<file path="src/rtl/int_scheduler.sv">
// Machine interrupt scheduler: synchronises raw sources into a MIP image, picks a
// fixed-priority winner and runs the req/ack trap-entry handshake with a post-ack holdoff.
module int_scheduler #(
   parameter int SYNC_STAGES = 2,
   parameter int HOLDOFF     = 4
) (
   input  logic        s_clk_i,
   input  logic        s_reset_i,
   input  logic        s_int_meip_i,
   input  logic        s_int_mtip_i,
   input  logic        s_int_msip_i,
   input  logic        s_int_uce_i,
   input  logic [12:0] s_mie_i,
   input  logic        s_mstatus_mie_i,
   input  logic        s_mret_i,
   input  logic        s_int_ack_i,
   output logic [12:0] s_mip_o,
   output logic        s_int_req_o,
   output logic [4:0]  s_int_code_o,
   output logic        s_busy_o
);

   typedef enum logic [1:0] {IDLE, REQ, HOLD, WAIT} state_t;

   localparam logic [3:0] HOLD_INIT = 4'(HOLDOFF - 1);

   logic [3:0]  raw_w;
   logic [3:0]  sync_w;
   logic [12:0] mip_q;
   logic [12:0] eligible_w;
   logic [4:0]  winner_w;
   state_t      state_q;
   logic [4:0]  code_q;
   logic [3:0]  cnt_q;
   logic        req_q;
   logic [4:0]  code_out_q;
   logic        busy_q;

   // Bit order {UCE, MEI, MTI, MSI} keeps the MIP packing below readable.
   assign raw_w = {s_int_uce_i, s_int_meip_i, s_int_mtip_i, s_int_msip_i};

   generate
      if (SYNC_STAGES == 0) begin : g_nosync
         assign sync_w = raw_w;
      end else begin : g_sync
         logic [SYNC_STAGES-1:0][3:0] sync_q;
         always_ff @(posedge s_clk_i) begin
            if (s_reset_i) begin
               sync_q <= '0;
            end else begin
               sync_q[0] <= raw_w;
               for (int k = 1; k < SYNC_STAGES; k++) sync_q[k] <= sync_q[k-1];
            end
         end
         assign sync_w = sync_q[SYNC_STAGES-1];
      end
   endgenerate

   always_ff @(posedge s_clk_i) begin
      if (s_reset_i) mip_q <= '0;
      else           mip_q <= {sync_w[3], sync_w[2], 3'b000, sync_w[1], 3'b000, sync_w[0], 3'b000};
   end

   assign eligible_w = mip_q & s_mie_i & {13{s_mstatus_mie_i}};

   always_comb begin
      winner_w = 5'd0;
      if      (eligible_w[12]) winner_w = 5'd12;
      else if (eligible_w[11]) winner_w = 5'd11;
      else if (eligible_w[3])  winner_w = 5'd3;
      else if (eligible_w[7])  winner_w = 5'd7;
   end

   // Outputs are registered alongside the state so req/code/busy never glitch.
   always_ff @(posedge s_clk_i) begin
      if (s_reset_i) begin
         state_q    <= IDLE;
         code_q     <= '0;
         cnt_q      <= '0;
         req_q      <= 1'b0;
         code_out_q <= '0;
         busy_q     <= 1'b0;
      end else begin
         unique case (state_q)
            IDLE: begin
               if (eligible_w != '0) begin
                  state_q    <= REQ;
                  code_q     <= winner_w;
                  req_q      <= 1'b1;
                  code_out_q <= winner_w;
                  busy_q     <= 1'b1;
               end
            end
            REQ: begin
               if (s_int_ack_i) begin
                  state_q    <= HOLD;
                  cnt_q      <= HOLD_INIT;
                  req_q      <= 1'b0;
                  code_out_q <= '0;
               end else if (!eligible_w[code_q[3:0]]) begin
                  state_q    <= IDLE;
                  req_q      <= 1'b0;
                  code_out_q <= '0;
                  busy_q     <= 1'b0;
               end
            end
            HOLD: begin
               if (cnt_q == 4'd0) state_q <= WAIT;
               else               cnt_q   <= cnt_q - 4'd1;
            end
            WAIT: begin
               if (s_mret_i || s_mstatus_mie_i) begin
                  state_q <= IDLE;
                  busy_q  <= 1'b0;
               end
            end
            default: begin
               state_q <= IDLE;
               busy_q  <= 1'b0;
            end
         endcase
      end
   end

   assign s_mip_o      = mip_q;
   assign s_int_req_o  = req_q;
   assign s_int_code_o = code_out_q;
   assign s_busy_o     = busy_q;

endmodule

</file>
<file path="config.mk">
export PLATFORM = sky130hd
export DESIGN_NAME = int_scheduler
export DESIGN_NICKNAME = d
export VERILOG_FILES = /design/src/rtl/int_scheduler.sv
export SDC_FILE = /design/constraint.sdc
export NUM_CORES = 1
export LEC_CHECK = 0
export CAP_MARGIN = 20
export CORE_MARGIN = 2
export CORE_UTILIZATION = 45
export DETAILED_ROUTE_END_ITERATION = 8
export PLACE_DENSITY = 0.79
export SLEW_MARGIN = 20
export SYNTH_ARGS = -nofsm -noshare
export SYNTH_HDL_FRONTEND = slang
export SYNTH_SLANG_ARGS = --single-unit
</file>
<file path="constraint.sdc">
create_clock -name s_clk_i -period 2.2 [get_ports s_clk_i]
set_clock_uncertainty 0.2 [all_clocks]
set_input_delay 0.44 -clock s_clk_i [delete_from_list [all_inputs] [get_ports s_clk_i]]
set_output_delay 0.44 -clock s_clk_i [all_outputs]
set_load 0.02 [all_outputs]
</file>
==> results.sh <==
export IMPL_status="finished clean"
export IMPL_hold_path_depth=1
export IMPL_cp_arrival_ps=1350
export IMPL_grt_antenna_before_repair=0
export IMPL_cp_end_kind="output port"
export IMPL_holdBufCountCts=0
export IMPL_post_dp_hpwl_um=1870
export IMPL_io_pin_count=42
export IMPL_coreArea_um2=2730
export IMPL_wl_per_cell_um=12.5
export IMPL_r2r_cells=5
export IMPL_first_pass_iters=4
export IMPL_grt_pass1_vias=1019
export IMPL_htreeDepth=1
export IMPL_synth_edf_count=0
export IMPL_power_leakage_nw=0.565
export IMPL_min_path_type="flop to flop"
export IMPL_reg2reg_from="cnt_q[0]"
export IMPL_timing_final_ws_setup_ps=215
export IMPL_postLayoutCellArea_um2=1550
export IMPL_row_count=19
export IMPL_cp_slowest_cell="clkdlybuf4s50_1"
export IMPL_syn2layout_area_growth_pct=21.0
export IMPL_finalSetupViolCount=0
export IMPL_ys_top_cells_by_area="dfxtp_1 41%, nor2b_1 7.8%, buf_4 7.0%"
export IMPL_syn_inst=139
export IMPL_synth_area_um2=1280
export IMPL_path_cells="clkdlybuf4s50_1"
export IMPL_grt_max_degree=16
export IMPL_layout_drive_gt1_share=0.0988
export IMPL_max_cap_violations=0
export IMPL_postCtsSetupRepairBufs=0
export IMPL_die_x_um=57.3
export IMPL_place_gp_congestion=0.833
export IMPL_cp_num_buf_inv=1
export IMPL_cts_root_buf="clkbuf_4"
export IMPL_synth_seq_cells=26
export IMPL_period_share=0.902
export IMPL_hold_slack_ps=252
export IMPL_hold_viol_final=0
export IMPL_placed_cell_area_um2=1500
export IMPL_synth_flop_cell="dfxtp_1"
export IMPL_cts_sinks=26
export IMPL_utilization=0.567
export IMPL_synth_cell_types=46
export IMPL_totalWireLength_um=2410
export IMPL_path_delay_family="buffers and inverters"
export IMPL_via_per_inst=5.34
export IMPL_grt_pass1_wl_um=4130
export IMPL_vias=1031
export IMPL_drc_errors=0
export IMPL_place_ws_ps=95.8
export IMPL_clk_latency_ps=320
export IMPL_yosys_warnings=0
export IMPL_die_area_um2=3290
export IMPL_antenna_cells=0
export IMPL_dr_first_iter_drc_count=23
export IMPL_final_nets=187
export IMPL_powerDensity_nw_per_um2=645
export IMPL_grt_overflow=0
export IMPL_initial_core_util=0.468
export IMPL_period_minus_slack_ps=1990
export IMPL_holdCritStartpoint="g_sync.sync_q[0]"
export IMPL_grt_setup_unrepaired="no"
export IMPL_timing_rr_end="cnt_q[1]"
export IMPL_numCtsBuffers=3
export IMPL_ys_seq_area_frac=0.407
export IMPL_clk_pin_slew_worst_paths_ps=150
export IMPL_ctsResizeCount=0
export IMPL_synthArstFlopShare=0
export IMPL_ant_nets=0
export IMPL_cts_path_max_buffers=2
export IMPL_hold_end="sync_w[0]"
export IMPL_peakVddDrop_mv=0.678
export IMPL_die_y_um=57.3
export IMPL_r2r_slack_ps=440
export IMPL_cts_tree="built"
export IMPL_place_port_buffers=22
export IMPL_startpoint_type="flop"
export IMPL_synth_top_area_cell="dfxtp_1"
export IMPL_crit_fanout=4
export IMPL_synth_top_cell_area_share=0.407
export IMPL_setup_worst_path_class="flop to output port"
export IMPL_critPathRequiredTime_ps=1560
export IMPL_drv_slew=0
export IMPL_tns_ps=0
export IMPL_syn_avg_cell_area_um2=9.21
export IMPL_gr_usage_all_layers=0.156
export IMPL_crit_path_max_incr_delay_ps=630
export IMPL_fmax_mhz=504
synth_stat cells (2+ instances only):
master / number
nand4b_1: 2
nand3b_1: 2
a21oi_1: 2
nand3_1: 5
ha_1: 2
o21a_1: 3
nor2_1: 4
a21oi_2: 2
nor2b_1: 16
xor2_1: 2
nor3b_1: 3
a22o_1: 2
inv_1: 6
o21ai_1: 2
clkbuf_1: 3
nand2_1: 12
dfxtp_1: 26
nor3_1: 5
o211ai_1: 2
buf_4: 12
sequential cells by signal, indices dropped and copies added (netlist names), named ones only:
name,cells
cnt_q,4
code_q,3
g_sync.sync_q,4
s_busy_o,1
s_int_code_o,3
s_int_req_o,1
s_mip_o,4
state_q,1
sync_w,4
metal layers:
metal / up-vias / global-route usage / share of wire
met1: 484 / 0.179 / 0.44
li1: 514 / - / -
met3: 2 / 0.0385 / 0.040
met5: - / 0 / 0
met2: 31 / 0.284 / 0.51
met4: 0 / 0.0465 / 0.0050
logic make-up (layout without fill, tap and decap cells):
kind of cell,count (synthesis),after routing,synth area share
fa+ha+maj,2,2,0.0195
buf+inv,22,36,0.101
xor+xnor,2,2,0.0137
other cells,1,10,0.00293
flops,26,26,0.407
simple gates,54,54,0.241
compound gates,32,32,0.215
how the worst max path moves through the flow:
stage / from / end / slack (ps) / cells past startpoint
4_1_cts: s_mip_o[12] / s_mip_o[12] / 200 / 1
6_report: s_mip_o[12] / s_mip_o[12] / 210 / 1
5_1_grt: s_mip_o[12] / s_mip_o[12] / 130 / 1
3_3_place_gp: s_mie_i[11] / s_int_code_o[1] / 130 / 5
2_1_floorplan: cnt_q[0] / cnt_q[1] / 560 / 5
3_5_place_dp: s_mie_i[11] / s_int_code_o[1] / 100 / 5
cell type report:
cell class,instances,area (µm²)
Inverter,6,22.5
Sequential cell,26,520
Clock buffer,3,22.5
Clock inverter,1,30.0
Multi-Input combinational cell,100,664
Timing Repair Buffer,26,250
Fill cell,244,1180
Tap cell,31,38.8
stage by stage:
stage,cells,total power [W]
after detailed placement,189,0.000677
final,193,0.000999
after global placement,189,0.000670
after CTS,193,0.00101
after floorplan,148,0.000633
after global routing,193,0.00104
layout by cell type, fill, tap and decap left out, drive strengths merged, types with 2 or more instances in the layout:
cell type / netlist / layout
nor3b: 3 / 3
nand3: 5 / 5
nor3: 5 / 5
clkdlybuf4s50: 0 / 22
nor2b: 16 / 16
ha: 2 / 2
and2: 2 / 2
nor2: 5 / 5
buf: 13 / 4
clkbuf: 3 / 3
a21oi: 4 / 4
o21ai: 3 / 3
xor2: 2 / 2
conb: 1 / 10
o21a: 3 / 3
o311ai: 2 / 2
nand4b: 2 / 2
nand2: 12 / 12
a22o: 2 / 2
o211ai: 3 / 3
dfxtp: 26 / 26
nand3b: 2 / 2
inv: 6 / 6
power by group:
part	internal, W	switching (W)
clock	0.000184	0.000147
sequential	0.000492	0.0000167
combinational	0.0000742	0.0000848
Note: power is estimated with default switching activity, not from simulation.
